[src/rtl/dac_serializer_if.sv]
// ---------------------------------------------------------------------------
// dac_serializer_if
// Sample-side handshake and DAC pin bundle for dac_serializer.
//
// Signals:
//   sample        [o-1:0]  parallel sample from the modulation stage
//   sample_valid           sample is valid this cycle
//   sample_ready           holding buffer empty; transfer on valid && ready
//   sclk                   serial clock to the DAC (mode 0, idles low)
//   sdo                    serial data, MSB first
//   cs_n                   frame select, active low
//   busy                   serializer active or buffer occupied
//
// Modports:
//   master : sample producer / pin observer
//   slave  : the serializer itself
//
// Revision: 1.0 - initial release
// ---------------------------------------------------------------------------
`default_nettype none

interface dac_serializer_if #(
  parameter int o = 16
);
  logic [o-1:0] sample;
  logic         sample_valid;
  logic         sample_ready;
  logic         sclk;
  logic         sdo;
  logic         cs_n;
  logic         busy;

  modport master (
    output sample,
    output sample_valid,
    input  sample_ready,
    input  sclk,
    input  sdo,
    input  cs_n,
    input  busy
  );

  modport slave (
    input  sample,
    input  sample_valid,
    output sample_ready,
    output sclk,
    output sdo,
    output cs_n,
    output busy
  );
endinterface

`default_nettype wire

[src/rtl/dac_serializer.sv]
// ---------------------------------------------------------------------------
// dac_serializer
// Accepts one parallel sample per valid/ready handshake into a one-entry
// holding buffer and shifts it MSB-first to an SPI mode-0 audio DAC.
//
// Parameters:
//   o    sample width in bits and bits per frame (>= 2)
//   DIV  clk cycles per sclk half-period (>= 1)
//   GAP  minimum clk cycles cs_n stays high after a frame, LOAD excluded (>= 1)
//
// Ports:
//   clk  system clock, rising edge
//   rst  synchronous active-high reset
//   bus  dac_serializer_if.slave: sample/sample_valid in, sample_ready,
//        sclk, sdo, cs_n, busy out
//
// Frame timing with LOAD in cycle t: cs_n low from t+1, bit k on sdo from
// t+1+2k*DIV, its rising sclk edge at t+1+(2k+1)*DIV, cs_n high again at
// t+1+2*o*DIV. Back-to-back period is 2*o*DIV + GAP + 1 cycles.
//
// Revision: 1.0 - initial release
// ---------------------------------------------------------------------------
`default_nettype none

module dac_serializer #(
  parameter int o   = 16,
  parameter int DIV = 2,
  parameter int GAP = 1
) (
  input  logic            clk,
  input  logic            rst,
  dac_serializer_if.slave bus
);

  // Counter widths; a degenerate one-value counter still gets one bit.
  localparam int HW = (DIV > 1) ? $clog2(DIV) : 1;
  localparam int BW = $clog2(o + 1);
  localparam int GW = (GAP > 1) ? $clog2(GAP) : 1;

  localparam logic [HW-1:0] HC_MAX = HW'(DIV - 1);
  localparam logic [BW-1:0] BC_MAX = BW'(o);
  localparam logic [GW-1:0] GC_MAX = GW'(GAP - 1);

  // Elaboration-time guard on the legal parameter range.
  if (o < 2) begin : g_bad_width
    $error("dac_serializer: o must be >= 2");
  end
  if (DIV < 1) begin : g_bad_div
    $error("dac_serializer: DIV must be >= 1");
  end
  if (GAP < 1) begin : g_bad_gap
    $error("dac_serializer: GAP must be >= 1");
  end

  typedef enum logic [1:0] {
    ST_IDLE  = 2'd0,
    ST_LOAD  = 2'd1,
    ST_SHIFT = 2'd2,
    ST_GAP   = 2'd3
  } state_t;

  state_t          state_q, state_d;
  logic [o-1:0]    buf_q, buf_d;
  logic            buf_full_q, buf_full_d;
  logic [o-1:0]    shreg_q, shreg_d;
  logic [HW-1:0]   hcnt_q, hcnt_d;
  logic [BW-1:0]   bcnt_q, bcnt_d;
  logic [GW-1:0]   gcnt_q, gcnt_d;
  logic            sclk_q, sclk_d;
  logic            sdo_q, sdo_d;
  logic            cs_n_q, cs_n_d;

  logic            accept;

  // Ready is forced low during reset so nothing is latched while the
  // datapath is being cleared.
  assign bus.sample_ready = !buf_full_q && !rst;
  assign accept           = bus.sample_valid && bus.sample_ready;
  assign bus.busy         = (state_q != ST_IDLE) || buf_full_q;
  assign bus.sclk         = sclk_q;
  assign bus.sdo          = sdo_q;
  assign bus.cs_n         = cs_n_q;

  always_ff @(posedge clk) begin
    if (rst) begin
      state_q    <= ST_IDLE;
      buf_q      <= '0;
      buf_full_q <= 1'b0;
      shreg_q    <= '0;
      hcnt_q     <= '0;
      bcnt_q     <= '0;
      gcnt_q     <= '0;
      sclk_q     <= 1'b0;
      sdo_q      <= 1'b0;
      cs_n_q     <= 1'b1;
    end else begin
      state_q    <= state_d;
      buf_q      <= buf_d;
      buf_full_q <= buf_full_d;
      shreg_q    <= shreg_d;
      hcnt_q     <= hcnt_d;
      bcnt_q     <= bcnt_d;
      gcnt_q     <= gcnt_d;
      sclk_q     <= sclk_d;
      sdo_q      <= sdo_d;
      cs_n_q     <= cs_n_d;
    end
  end

  always_comb begin
    state_d    = state_q;
    buf_d      = buf_q;
    buf_full_d = buf_full_q;
    shreg_d    = shreg_q;
    hcnt_d     = hcnt_q;
    bcnt_d     = bcnt_q;
    gcnt_d     = gcnt_q;
    sclk_d     = sclk_q;
    sdo_d      = sdo_q;
    cs_n_d     = cs_n_q;

    // Accept only happens with the buffer empty, and LOAD only with it
    // full, so the two buffer updates below never collide.
    if (accept) begin
      buf_d      = bus.sample;
      buf_full_d = 1'b1;
    end

    case (state_q)
      ST_IDLE: begin
        cs_n_d = 1'b1;
        sclk_d = 1'b0;
        if (buf_full_q) begin
          state_d = ST_LOAD;
        end
      end

      ST_LOAD: begin
        shreg_d    = buf_q;
        buf_full_d = 1'b0;
        cs_n_d     = 1'b0;
        sdo_d      = buf_q[o-1];
        hcnt_d     = '0;
        bcnt_d     = '0;
        state_d    = ST_SHIFT;
      end

      ST_SHIFT: begin
        if (hcnt_q == HC_MAX) begin
          hcnt_d = '0;
          if (!sclk_q) begin
            // Rising edge: DAC samples the bit currently on sdo.
            sclk_d = 1'b1;
            bcnt_d = bcnt_q + BW'(1);
          end else if (bcnt_q == BC_MAX) begin
            // Falling edge after the last bit closes the frame.
            sclk_d  = 1'b0;
            cs_n_d  = 1'b1;
            sdo_d   = 1'b0;
            gcnt_d  = '0;
            state_d = ST_GAP;
          end else begin
            // Falling edge: present the next bit (shreg[o-2] becomes MSB).
            sclk_d  = 1'b0;
            shreg_d = shreg_q << 1;
            sdo_d   = shreg_q[o-2];
          end
        end else begin
          hcnt_d = hcnt_q + HW'(1);
        end
      end

      ST_GAP: begin
        if (gcnt_q == GC_MAX) begin
          gcnt_d  = '0;
          state_d = buf_full_q ? ST_LOAD : ST_IDLE;
        end else begin
          gcnt_d = gcnt_q + GW'(1);
        end
      end

      default: begin
        state_d = ST_IDLE;
      end
    endcase
  end

endmodule

`default_nettype wire

[src/flat_wrapper.sv]
// flat-port wrapper written by rule: the top's interface ports become plain ports
module dac_serializer_flat 
#(
  parameter int o   = 16,
  parameter int DIV = 2,
  parameter int GAP = 1
)
  (clk, rst, bus_sample, bus_sample_valid, bus_sample_ready, bus_sclk, bus_sdo, bus_cs_n, bus_busy);
  dac_serializer_if #(.o(o)) bus_i ();
  input  logic clk;
  input  logic rst;
  input wire logic [$bits(bus_i.sample)-1:0] bus_sample;
  input wire logic [$bits(bus_i.sample_valid)-1:0] bus_sample_valid;
  output wire logic [$bits(bus_i.sample_ready)-1:0] bus_sample_ready;
  output wire logic [$bits(bus_i.sclk)-1:0] bus_sclk;
  output wire logic [$bits(bus_i.sdo)-1:0] bus_sdo;
  output wire logic [$bits(bus_i.cs_n)-1:0] bus_cs_n;
  output wire logic [$bits(bus_i.busy)-1:0] bus_busy;
  assign bus_i.sample = bus_sample;
  assign bus_i.sample_valid = bus_sample_valid;
  assign bus_sample_ready = bus_i.sample_ready;
  assign bus_sclk = bus_i.sclk;
  assign bus_sdo = bus_i.sdo;
  assign bus_cs_n = bus_i.cs_n;
  assign bus_busy = bus_i.busy;
  dac_serializer #(.o(o), .DIV(DIV), .GAP(GAP)) u_core (.clk(clk), .rst(rst), .bus(bus_i));
endmodule
[config.mk]
export PLATFORM = sky130hd
export DESIGN_NAME = dac_serializer_flat
export DESIGN_NICKNAME = d
export VERILOG_FILES = /design/src/rtl/dac_serializer_if.sv /design/src/rtl/dac_serializer.sv /design/src/flat_wrapper.sv
export SDC_FILE = /design/constraint.sdc
export NUM_CORES = 1
export LEC_CHECK = 0
export BUFFER_PORTS_ARGS = -buffer_cell sky130_fd_sc_hd__buf_4
export CAP_MARGIN = 20
export CORE_MARGIN = 4
export CORE_UTILIZATION = 61
export CTS_CLUSTER_DIAMETER = 40
export DETAILED_ROUTE_END_ITERATION = 6
export GPL_ROUTABILITY_DRIVEN = 0
export GPL_TIMING_DRIVEN = 0
export PLACE_DENSITY = 0.94
export SKIP_CTS_REPAIR_TIMING = 1
export SYNTH_ARGS = -nofsm -noshare
export SYNTH_HDL_FRONTEND = slang
export SYNTH_SLANG_ARGS = --single-unit
[constraint.sdc]
create_clock -name clk -period 4.2 [get_ports clk]
set_input_delay 0.63 -clock clk [delete_from_list [all_inputs] [get_ports clk]]
set_output_delay 0.63 -clock clk [all_outputs]
set_load 0.01 [all_outputs]
==> results.sh <==
export IMPL_vias_per_cell=5.368
export IMPL_syn_nets=242
export IMPL_end_kind="primary output"
export IMPL_syn_area_um2=2044
export IMPL_dp_hpwl_um=2980
export IMPL_yosysTopAreaCellShare_pct=42.11
export IMPL_finalHoldViolations=0
export IMPL_grtUsageTotal_pct=21.17
export IMPL_pwr_density_cell_nw_per_um2=629.3
export IMPL_drt_initial_drc_count=63
export IMPL_antenna_found_initial=0
export IMPL_start_util_pct=65.36
export IMPL_yosys_warnings=0
export IMPL_hold_path_class="in2reg"
export IMPL_finalCritPeriodShare_pct=47.08
export IMPL_dieArea_um2=4341
export IMPL_yosys_area_top_type="dfxtp_1"
export IMPL_design_core_area_um2=3128
export IMPL_synth_seq_cells=43
export IMPL_drive_gt1_share_pct=24.29
export IMPL_num_rows=20
export IMPL_antennaDiodeCount=0
export IMPL_grt_pass1_wl_um=7182
export IMPL_fp_dieH_um=65.89
export IMPL_async_flop_share_pct=0
export IMPL_min_from="bus_sample[11]"
export IMPL_cts_sinks=43
export IMPL_cts_buffer_depth=2
export IMPL_cp_required_ns=3.57
export IMPL_r2r_start="u_core.state_q[0]"
export IMPL_vdd_drop_max_uv=441.7
export IMPL_max_freq_mhz=505.7
export IMPL_vias=1562
export IMPL_synthCells=216
export IMPL_grt_pass1_vias=1589
export IMPL_drt_wl_total_um=4075
export IMPL_synth_cells_most_frequent="dfxtp_1 (43), nand2_1 (24), nor2_1 (22)"
export IMPL_ys_flop_type="dfxtp_1"
export IMPL_final_cell_count_no_fill=291
export IMPL_leakage_nw=0.8705
export IMPL_htree_levels=2
export IMPL_maxCapViolCount=0
export IMPL_drcViolationCount=0
export IMPL_first_pass_iters=4
export IMPL_die_width_um=65.89
export IMPL_n_fill_cell=247
export IMPL_syn_mean_instance_area_um2=9.465
export IMPL_dp_cells=283
export IMPL_synth_edff_count=0
export IMPL_final_setup_tns_ns=0
export IMPL_ys_seq_area_share_pct=42.11
export IMPL_setup_viol=0
export IMPL_rsz0062_at_grt="no"
export IMPL_worst_slew_pin_slew_ns=0.4556
export IMPL_ant_nets=0
export IMPL_cts_root_buf="clkbuf_4"
export IMPL_grt_start_max_net_pins=15
export IMPL_crit_arrival_ns=1.35
export IMPL_clk_insertion_delay_late_ns=0.35
export IMPL_cts_buffers=5
export IMPL_critPathKind="reg2out"
export IMPL_area_growth_pct=14.44
export IMPL_synthDistinctLibCells=34
export IMPL_status="finished, final reports clean"
export IMPL_yosysMostFrequentCell="dfxtp_1"
export IMPL_grt_ovfl_total=0
export IMPL_cts_tree="built"
export IMPL_cts_reportedPaths_clkPinSlew_ns=0.13
export IMPL_boundaryPins=24
export IMPL_finalClockSkew_ns=0.01017
export IMPL_wl_per_cell_um=14.00
export IMPL_slew_headroom_pct=69.63
export IMPL_path_max_fanout=5
export IMPL_fin_nets=272
export IMPL_crit_path_start="u_core.state_q[0]"
export IMPL_period_needed_ns=1.977
export IMPL_port_buffers=23
export IMPL_power_mw=1.472
export IMPL_slew_violations=0
export IMPL_yosys_top_cells_area="dfxtp_1 (42%), a211oi_2 (8.6%), mux2i_1 (7.8%)"
export IMPL_worstSetupStartpointType="register"
-- layout make-up --
type | count | area [um^2] | area share (%)
inverter | 9 | 33.78 | 1.444
tap | 44 | 55.05 | 2.353
clock inverter | 2 | 16.27 | 0.6952
sequential | 43 | 860.8 | 36.79
buffer | 15 | 98.84 | 4.225
timing repair buffer | 23 | 172.7 | 7.380
clock buffer | 6 | 51.30 | 2.193
multi-input combinational | 149 | 1051 | 44.92
-- worst paths after layout --
| path | to | slack (ns) | depth (start not counted) |
|---|---|---|---|
| setup reg to reg | u_core.shreg_q[0] | 2.28 | 8 |
| hold reg to reg | u_core.shreg_q[0] | 0.48 | 2 |
| hold / removal | u_core.buf_q[11] | 0.46 | 3 |
| setup / recovery | bus_busy | 2.22 | 4 |
-- through the flow --
step                      area [um^2]  utilization (%)  hold WS [ns]  setup slack (ns)
final                            2340            74.80        0.4554             2.223
after global routing             2340            74.80        0.4481             2.128
after CTS                        2340            74.80        0.4556             2.235
after detailed placement         2272            72.64        0.4542             2.148
after global placement           2272            72.64        0.4485             2.148
after floorplan                  2044                -        0.4353             2.508
-- per-layer routing --
layer / wire [um] / vias to the layer above / global-route usage, %
met4: 51 / 0 / 5.181
li1: - / 802 / -
met1: 1939 / 725 / 28.30
met2: 1936 / 29 / 34.42
met5: 0 / - / 0
met3: 147 / 6 / 4.762
-- sequential cells by signal, summed over array words and instances (netlist names) --
name and flops:
u_core.shreg_q 15, u_core.bus.sdo 1, u_core.buf_q 16, u_core.buf_full_q 1, u_core.state_q 2, u_core.bus.sclk 1
u_core.hcnt_q 1, u_core.bus.cs_n 1, u_core.bcnt_q 5
-- critical path, cell delays in order, from the launching register on --
cell and delay (ns):
dfxtp_1 0.42, inv_1 0.12, ha_1 0.25, nand2_1 0.09, buf_4 0.12
-- cell usage in the layout, fill, tap and decap left out, drive strengths merged --
cell type  count
a31oi          1
nor4bb         1
ha             7
dfxtp         43
clkbuf        10
nor3           3
a21oi          6
mux2i         16
and3           3
buf           34
o211ai         2
nand3          1
a21boi         1
nand2         24
nand4          2
a22oi          1
nand4bb        1
xor2           3
a311oi         1
o21ai         19
clkinv         1
o32ai          1
and2           1
nor2b          1
inv            9
and4           1
or3            1
nand2b        13
a211oi        16
clkinvlp       1
a221oi         1
nor2          22
-- where the power goes --
part / internal [mW] / switching [mW] / total, mW
sequential: 0.486 / 0.0471 / 0.533
clock: 0.0825 / 0.138 / 0.221
combinational: 0.312 / 0.406 / 0.718
-- kinds of logic (layout without fill, tap and decap cells) --
family | after synthesis | after routing | share of synthesized area (%)
AOI/OAI and AO/OA | 49 | 49 | 19.95
adders and majority gates | 7 | 7 | 4.284
DFF | 43 | 43 | 42.11
and+or+nand+nor | 74 | 74 | 18.05
muxes | 16 | 16 | 7.833
xor gates and xnor gates | 3 | 3 | 1.285
buffers and inverters | 24 | 55 | 6.486
Note: power is estimated with default switching activity, not from simulation.
